<file path="config.mk">
export PLATFORM = sky130hd
export DESIGN_NAME = vx_pending_counter
export DESIGN_NICKNAME = d
export VERILOG_FILES = /design/src/rtl/vx_pending_counter.sv
export SDC_FILE = /design/constraint.sdc
export NUM_CORES = 1
export LEC_CHECK = 0
export BUFFER_PORTS_ARGS = -buffer_cell sky130_fd_sc_hd__buf_2
export CAP_MARGIN = 5
export CORE_MARGIN = 4
export CORE_UTILIZATION = 45
export CTS_BUF_LIST = sky130_fd_sc_hd__clkbuf_16
export DETAILED_ROUTE_END_ITERATION = 10
export PLACE_DENSITY = 0.78
export SLEW_MARGIN = 20
export SYNTH_ARGS = -nofsm -noshare
export SYNTH_HDL_FRONTEND = slang
export SYNTH_SLANG_ARGS = --single-unit
</file>
<file path="constraint.sdc">
create_clock -name clk -period 4.15 [get_ports clk]
set_input_delay 0.415 -clock clk [delete_from_list [all_inputs] [get_ports clk]]
set_output_delay 0.415 -clock clk [all_outputs]
set_load 0.005 [all_outputs]
</file>
<file path="src/rtl/vx_pending_counter.sv">
// Outstanding-item counter with multi-unit increment/decrement per cycle, registered
// occupancy flags, free-space count and sticky overflow/underflow error flags.
module vx_pending_counter #(
    parameter int SIZE         = 4,
    parameter int INCRW        = 1,
    parameter int DECRW        = 1,
    parameter int ALM_FULL     = SIZE - 1,
    parameter int ALM_EMPTY    = 1,
    parameter int SIZEW        = $clog2(SIZE + 1),
    parameter bit CHECK_NO_ERR = 1'b0
) (
    input  logic             clk,
    input  logic             reset,
    input  logic [INCRW-1:0] incr,
    input  logic [DECRW-1:0] decr,
    input  logic             flush,
    output logic [SIZEW-1:0] size,
    output logic [SIZEW-1:0] space,
    output logic             empty,
    output logic             full,
    output logic             alm_empty,
    output logic             alm_full,
    output logic             ovf_err,
    output logic             unf_err
);

    localparam int MW = (SIZEW > INCRW) ? ((SIZEW > DECRW) ? SIZEW : DECRW)
                                        : ((INCRW > DECRW) ? INCRW : DECRW);
    // Two guard bits: one for the carry of size+incr, one for the sign.
    localparam int CW = MW + 2;

    if ((ALM_FULL < 1) || (ALM_FULL > SIZE) || (ALM_EMPTY < 0) || (ALM_EMPTY >= SIZE) || (SIZE < 1))
    begin : g_bad_param
        $error("vx_pending_counter: threshold parameters out of range");
    end

    logic [CW-1:0]    sum;
    logic             ovf_nxt;
    logic             unf_nxt;
    logic [SIZEW-1:0] size_nxt;

    always_comb begin
        sum      = CW'(size) + CW'(incr) - CW'(decr);
        ovf_nxt  = 1'b0;
        unf_nxt  = 1'b0;
        size_nxt = SIZEW'(sum);
        if (flush) begin
            size_nxt = '0;
        end else if (sum[CW-1]) begin
            unf_nxt  = 1'b1;
            size_nxt = '0;
        end else if (sum > CW'(SIZE)) begin
            ovf_nxt  = 1'b1;
            size_nxt = SIZEW'(SIZE);
        end
    end

    always_ff @(posedge clk) begin
        if (reset) begin
            size      <= '0;
            space     <= SIZEW'(SIZE);
            empty     <= 1'b1;
            full      <= 1'b0;
            alm_empty <= 1'b1;
            alm_full  <= 1'b0;
            ovf_err   <= 1'b0;
            unf_err   <= 1'b0;
        end else begin
            size      <= size_nxt;
            space     <= SIZEW'(SIZE) - size_nxt;
            empty     <= (size_nxt == '0);
            full      <= (size_nxt == SIZEW'(SIZE));
            alm_empty <= (size_nxt <= SIZEW'(ALM_EMPTY));
            alm_full  <= (size_nxt >= SIZEW'(ALM_FULL));
            ovf_err   <= ovf_err | ovf_nxt;
            unf_err   <= unf_err | unf_nxt;
            if (CHECK_NO_ERR) begin
                assert (!(ovf_nxt || unf_nxt));
            end
        end
    end

endmodule

</file>
==> metrics, run 1 <==
outcome=finished, final reports clean; # IOs=17; CP Capture Type=flop; number of global-route vias before repair=411; drt first pass iters=4; final instance area=800 sq um; clock insertion delay at the later pin of the skew report=0.23 ns; largest cells by area after synthesis=dfxtp_1 35%, ha_1 20%, inv_1 5.9%, or2_2 4.0%, fa_1 3.2%; Yosys top cell area share=0.348; top cell type by total area after synthesis=dfxtp_1; Ys Warns=0; cts hold-fix bufs=0; wire per inst=10.6 microns; P_int=293 uW; # diodes=0; worst r2r src=size[0]; Clock Skew=0.000505 ns; deepest clock path buffer count=2; total core area=1320 sq um; Area growth syn-to-layout=26.3%; detailed-route via count=469; Total Wirelength=1.04 mm; switch share=0.249; synthesized area=633 sq um; Initial Util=0.481; syn nets=81; DP Area=721 sq um; switching pwr=97.2 uW; PwrDens=488 nW/um^2; Die W=45.5 microns; Worst setup startpoint=size[0]; die area=2070 sq um; IO Port Bufs=16; crit path to=space[2]; Max H-tree Level=1; chip height=45.5 microns; Post-CTS Setup Inserts=0; Final WS setup=0.917 ns; clk sink count=11; RSZ-0062 raised after global routing=false; final setup vio count=0; post-placement setup slack=0.832 ns; crit path kind=reg2reg; Lkg Pwr=0.411 nW; Syn Inst Count=65; Tcrit/Tclk final=0.779; slew margin rel.=0.767; first-pass GRT wire length=1.67 mm; crit path time final=3.23 ns; antenna-violating nets left=0; antenna violations before repair=0; largest net degree at the start of global routing=12; Worst EP arrival=3.35 ns; TritonCTS Buffers=3; clock network fraction of total power=0.432; gr ovfl total=0; Final Hold Fails=0; iteration-0 DRC count of the detailed router=7; Std-Cell Rows=13; sequential cell fraction of total power=0.319; Reg clk slew, reported paths=0.04 ns; RR Endpoint=space[2]; Req. time, crit path=4.26 ns; Final Util=0.607; Mean Syn Cell Area=9.74 sq um; max-slew violation count=0; share of cells above drive strength 1=0.325; CTS tree=done; root buf cell=clkbuf_16; Least-Margin Pin Slew=0.346 ns; Peak VDD IR=0.000372 V; DRC viols=0; R2R cell count=11; PostCTS Resize Cnt=0; final setup TNS=0 ns; Comb pwr share=0.249; Worst Hold Class=reg2reg; register area share after synthesis=0.348; crit start category=flop; crit path max fanout=5; Pwr Total=390 uW; Layout Nets=100; max frequency=309 MHz; max-cap viol count=0; Worst R2R Setup Slack=0.92 ns; Yosys reg bits=11; gr usage total=0.113; DPL Wire Length=788 microns; gp weighted congestion=0.817; Unique masters post-synth=26; DR vias/cell=4.79
## layout make-up
class,instances,area [sq um]
flip-flops and latches,11,220
multi-input cells,42,364
clock inverters,1,3.75
inverters,10,37.5
fillers,111,518
repair buffers,16,80.1
clock buffers,3,75.1
well taps,15,18.8
## state kept, by name (all words and copies together) (netlist names)
name	flops
size	3
space	2
alm_empty	1
alm_full	1
empty	1
full	1
ovf_err	1
unf_err	1
## critical path: stages (launching register included)
cell,delay [ns]
dfxtp_1,0.34
inv_1,0.05
ha_1,0.26
inv_1,0.04
ha_1,0.19
fa_1,0.48
or2_2,0.31
a211o_1,0.31
or3_1,0.36
ha_1,0.22
ha_1,0.28
or2_2,0.28
## routing by layer
layer | up-vias | GRT usage | share of wire
li1 | 251 | - | -
met1 | 202 | 0.152 | 0.50
met2 | 16 | 0.162 | 0.41
met3 | 0 | 0.0593 | 0.090
met4 | 0 | 0.0175 | 0
met5 | - | 0 | 0
## worst min-delay path by stage
stage	slack, ns	start	cells after the start	to
3_5_place_dp	0.46	unf_err	2	unf_err
2_1_floorplan	0.46	unf_err	2	unf_err
4_1_cts	0.46	reset	2	alm_full
3_3_place_gp	0.45	unf_err	2	unf_err
5_1_grt	0.49	reset	2	alm_full
6_report	0.46	unf_err	2	unf_err
## cells by family (layout without fill, tap and decap cells)
| kind of cell | Yosys count | after routing | share of synthesized area |
|---|---|---|---|
| compound gates | 10 | 10 | 0.144 |
| simple gates | 20 | 20 | 0.188 |
| buf+inv | 12 | 30 | 0.0771 |
| fa+ha+maj | 11 | 11 | 0.229 |
| xor+xnor | 1 | 1 | 0.0138 |
| flops | 11 | 11 | 0.348 |
## per-stage QoR
step	hold slack [ns]	std cells
after floorplan	0.460	65
after global placement	0.452	94
after detailed placement	0.456	94
after CTS	0.464	98
after global routing	0.486	98
final	0.462	98
## cell usage after synthesis, drive strengths merged
| master | instances |
|---|---|
| o31ai | 1 |
| nand2 | 3 |
| nor3 | 1 |
| nor4 | 1 |
| o211a | 1 |
| xor2 | 1 |
| a211o | 1 |
| inv | 10 |
| nand4bb | 1 |
| or4 | 1 |
| fa | 1 |
| a21oi | 3 |
| clkbuf | 1 |
| buf | 1 |
| ha | 10 |
| and3b | 1 |
| nor2 | 4 |
| o31a | 1 |
| or3 | 1 |
| a31o | 1 |
| nor2b | 3 |
| or2 | 4 |
| dfxtp | 11 |
| a21o | 1 |
| a21boi | 1 |
## power groups by stage
stage / Clock (mW) / Sequential [mW] / Combinational (mW)
after floorplan: 0 / 0.129 / 0.0666
after global placement: 0 / 0.126 / 0.0936
after detailed placement: 0 / 0.126 / 0.0950
after CTS: 0.172 / 0.125 / 0.0979
after global routing: 0.177 / 0.126 / 0.110
final: 0.169 / 0.124 / 0.0971
## cells in the final DEF (no fill, tap or decap)
cell and count:
fa_1 1, a21oi_1 2, a21o_1 1, nor2b_1 3, buf_2 16, clkbuf_16 3
and3b_1 1, a31o_4 1, xor2_1 1, o211a_1 1, or4_4 1, nand4bb_1 1
nand2_1 3, a21boi_0 1, o31a_1 1, nor4_1 1, o31ai_2 1, inv_1 11
a211o_1 1, nor3_1 1, or2_2 4, a21oi_2 1, dfxtp_1 11, ha_1 10
nor2_1 4, or3_1 1
Note: power is estimated with default switching activity, not from simulation.
==> inputs of run 2 (changes only) <==
==> constraint.sdc (replaced) <==
create_clock -name clk -period 3.2 [get_ports clk]
set_input_delay 0.32 -clock clk [delete_from_list [all_inputs] [get_ports clk]]
set_output_delay 0.32 -clock clk [all_outputs]
set_load 0.005 [all_outputs]
==> metrics, run 2 (same netlist as run 1, synthesis figures left out) <==
gp weighted congestion=0.757; crit path time final=3.07 ns; WP buf/inv=2; Worst EP arrival=3.19 ns; Final Hold Fails=0; sequential cell fraction of total power=0.305; Die W=45.5 microns; gr ovfl total=0; switch share=0.257; iteration-0 DRC count of the detailed router=5; antenna-violating nets left=0; P_int=394 uW; Peak VDD IR=0.000250 V; Layout Nets=103; Initial Util=0.481; deepest clock path buffer count=2; leading cell types in the layout, fill and taps excluded=16 x buf_2, 11 x inv_1, 10 x dfxtp_1; final instance area=831 sq um; gr usage total=0.127; clock network fraction of total power=0.424; Least-Margin Pin Slew=0.360 ns; max reg flops=3; DRC viols=0; grt peak-use layer=met2; DR vias/cell=4.96; max frequency=326 MHz; GR Layer Usage met3=0.0237; DPL Wire Length=904 microns; # fillers=109; clock insertion delay at the later pin of the skew report=0.24 ns; crit start category=flop; Biggest register=size; Area growth syn-to-layout=31.2%; switching pwr=136 uW; wire per inst=11.9 microns; CP Cell Sequence=inv_1 -> ha_1 -> inv_1 -> ha_2 -> fa_1 -> or2_4 -> a211o_1 -> or3_1 -> ha_2 -> ha_1 -> or2_2; slew margin rel.=0.759; DP Area=736 sq um; Total Wirelength=1.20 mm; antenna violations before repair=0; max-cap viol count=0; Std-Cell Rows=13; PwrDens=638 nW/um^2; Largest regs=size (3), space (2); detailed-route via count=501; first-pass GRT wire length=1.85 mm; root buf cell=clkbuf_16; Clock Skew=0.00660 ns; Worst Hold Class=in2reg; total core area=1320 sq um; outcome=finished, final reports clean; Lkg Pwr=0.424 nW; # IOs=17; crit path max fanout=3; CTS tree=done; CP max stage cell=fa_1; M2 GR Usage=0.217; clk sink count=11; met1 Use GR=0.147; Tcrit/Tclk final=0.959; IO Port Bufs=16; crit path kind=reg2reg; share of cells above drive strength 1=0.384; final setup vio count=0; # diodes=0; largest net degree at the start of global routing=12; Final Util=0.631; Crit path max-delay family=adder cells; die area=2070 sq um; drt first pass iters=4; number of global-route vias before repair=459; Reg clk slew, reported paths=0.04 ns; chip height=45.5 microns; max-slew violation count=0; Max H-tree Level=1; RSZ-0062 raised after global routing=false; CP Capture Type=flop; Comb pwr share=0.271; CP peak stage delay=0.49 ns; Req. time, crit path=3.32 ns; TritonCTS Buffers=3; commonest non-fill, non-tap cell in the layout=buf_2
## run 2: changes by cell type in the layout (fill, tap and decap cells not counted)
cell	delta
or2_2	-1
ha_2	+2
or2_4	+1
dfxtp_2	+1
buf_4	+3
dfxtp_1	-1
ha_1	-2
## run 2: final timing paths
path                start       end  slack, ns  cells after the start
setup / recovery  size[0]  space[2]       0.13                     11
hold / removal      reset  alm_full       0.37                      2
setup reg to reg  size[0]  space[2]       0.13                     11
hold reg to reg   unf_err   unf_err       0.47                      2
## run 2: power groups by stage
stage               Combinational, mW  Clock, mW  Sequential, mW
CTS                             0.137      0.227           0.162
global route                    0.160      0.231           0.163
floorplan                      0.0864          0           0.167
finish                          0.143      0.225           0.162
detailed placement              0.134          0           0.164
global placement                0.129          0           0.164
## run 2: final cells by class
type,instances,area [sq um],area share
flip-flops and latches,11,221,0.267
multi-input cells,42,372,0.447
clock inverters,1,3.75,0.00452
inverters,10,37.5,0.0452
repair buffers,19,103,0.123
clock buffers,3,75.1,0.0904
well taps,15,18.8,0.0226
## run 2: routing by layer
layer,part of all wire,up-vias
met1,0.44,227
met4,0.0091,0
met5,0,-
met3,0.073,2
li1,-,257
met2,0.47,15
## run 2: through the flow
| stage | worst slack (ns) | TNS (ns) | std cells | power, mW | hold WS [ns] |
|---|---|---|---|---|---|
| 2_1_floorplan | 0.0968 | 0 | 65 | 0.254 | 0.392 |
| 3_3_place_gp | 0.00347 | 0 | 96 | 0.292 | 0.452 |
| 3_5_place_dp | -0.0371 | -0.0371 | 96 | 0.298 | 0.454 |
| 4_1_cts | 0.00596 | 0 | 100 | 0.526 | 0.375 |
| 5_1_grt | 0.0188 | 0 | 101 | 0.555 | 0.386 |
| 6_report | 0.131 | 0 | 101 | 0.530 | 0.371 |
## run 2: timing repair
| item | in CTS | in global routing |
|---|---|---|
| endpoints found under the setup margin | 1 | 2 |
| pin swaps | 1 | 3 |
| buffers inserted | 0 | 1 |
| hold buffers | 0 | 0 |
| gates resized for setup | 2 | 2 |
## run 2: worst register-to-register path, delay by kind of cell (launching register included)
family / cells / cell delay [ns]
AND/OR/NAND/NOR: 3 / 0.86
AO/OA/AOI/OAI: 1 / 0.31
flip-flops: 1 / 0.32
buffers and inverters: 2 / 0.08
adder cells (fa/ha/maj): 5 / 1.38
==> inputs of run 3 (changes only) <==
==> constraint.sdc (replaced) <==
create_clock -name clk -period 3.4 [get_ports clk]
set_input_delay 0.34 -clock clk [delete_from_list [all_inputs] [get_ports clk]]
set_output_delay 0.34 -clock clk [all_outputs]
set_load 0.005 [all_outputs]
==> metrics, run 3 (same netlist as run 1, synthesis figures left out) <==
# diodes=0; Area growth syn-to-layout=27.5%; Lkg Pwr=0.416 nW; commonest non-fill, non-tap cell in the layout=buf_2; max-slew violation count=0; slew margin rel.=0.740; crit path time final=3.20 ns; final setup vio count=0; IO Port Bufs=16; Final Hold Fails=0; antenna violations before repair=0; outcome=finished, final reports clean; Worst Hold Class=in2reg; Pwr Total=482 uW; gr usage total=0.127; CP Capture Type=flop; Reg clk slew, reported paths=0.04 ns; iteration-0 DRC count of the detailed router=2; Final WS setup=0.202 ns; DR vias/cell=4.72; DPL Wire Length=859 microns; Total Wirelength=1.09 mm; max-cap viol count=0; Die W=45.5 microns; Req. time, crit path=3.52 ns; post-placement setup slack=0.114 ns; crit path max fanout=5; RR Endpoint=space[2]; largest net degree at the start of global routing=12; crit path kind=reg2reg; Worst setup startpoint=size[0]; # IOs=17; crit start category=flop; cts hold-fix bufs=0; Hold WS=0.388 ns; deepest clock path buffer count=2; WHS Endpoint=alm_full; leading cell types in the layout, fill and taps excluded=16 x buf_2, 11 x inv_1, 11 x dfxtp_1; chip height=45.5 microns; HP Start=reset; clk sink count=11; gp weighted congestion=0.797; Peak VDD IR=0.000401 V; Max H-tree Level=1; Std-Cell Rows=13; hold path cells=2; TritonCTS Buffers=3; Biggest register=size; final setup TNS=0 ns; PwrDens=597 nW/um^2; DRC viols=0; max reg flops=3; total core area=1320 sq um; Tcrit/Tclk final=0.941; die area=2070 sq um; max frequency=313 MHz; R2R cell count=11; detailed-route via count=467; share of cells above drive strength 1=0.333; clock insertion delay at the later pin of the skew report=0.24 ns; gr ovfl total=0; Initial Util=0.481; Clock Skew=0.00268 ns; Layout Nets=101; worst r2r src=size[0]; Worst R2R Setup Slack=0.20 ns; Largest regs=size (3), space (2); antenna-violating nets left=0; Layout Cells excl Fill=99; wire per inst=11.0 microns; root buf cell=clkbuf_16; Least-Margin Pin Slew=0.387 ns; RSZ-0062 raised after global routing=false; first-pass GRT wire length=1.79 mm; Worst EP arrival=3.32 ns; drt first pass iters=4; CTS tree=done; Cells after DPL=95; PostCTS Resize Cnt=0; Post-CTS Setup Inserts=0; number of global-route vias before repair=424
-- run 3: cell types whose count changed in the layout (fill, tap and decap cells not counted) --
cell     previous run  this run
or2_4               1         0
dfxtp_2             1         0
dfxtp_1            10        11
buf_4               3         1
or2_2               3         4
ha_1                8        10
ha_2                2         0
-- run 3: where the power goes --
group          internal, mW  switching [mW]  leakage (nW)
Combinational        0.0586          0.0617         0.283
Sequential            0.146         0.00595        0.0902
Clock                 0.154          0.0556        0.0423
-- run 3: worst max path at each step --
stage | cells past startpoint | to
after global routing | 11 | space[2]
after global placement | 11 | space[2]
after floorplan | 11 | space[2]
final | 11 | space[2]
after CTS | 11 | space[2]
after detailed placement | 11 | space[2]
-- run 3: final cells by class --
class	count	area (sq um)
Clock buffer	3	75.1
Clock inverter	1	3.75
Fill cell	101	510
Inverter	10	37.5
Multi-Input combinational cell	42	364
Sequential cell	11	220
Tap cell	15	18.8
Timing Repair Buffer	17	87.6
-- run 3: per-layer routing --
layer  vias up  part of all wire  wire length (microns)  GRT usage
li1        253                 -                      -          -
met1       197              0.50                    546      0.171
met2        15              0.41                    442      0.164
met3         2             0.079                     86     0.0711
met4         0            0.0092                     10     0.0526
met5         -                 0                      0          0
-- run 3: worst max-delay path: stages, from the launching register on --
cell and delay, ns:
dfxtp_1 0.33, inv_1 0.04, ha_1 0.26, inv_1 0.04, ha_1 0.19, fa_1 0.48
or2_2 0.31, a211o_1 0.31, or3_1 0.36, ha_1 0.22, ha_1 0.26, or2_2 0.27
-- run 3: stage by stage --
stage	area, sq um	utilization
floorplan	633	-
global placement	728	0.553
detailed placement	728	0.553
CTS	807	0.613
global route	807	0.613
finish	807	0.613
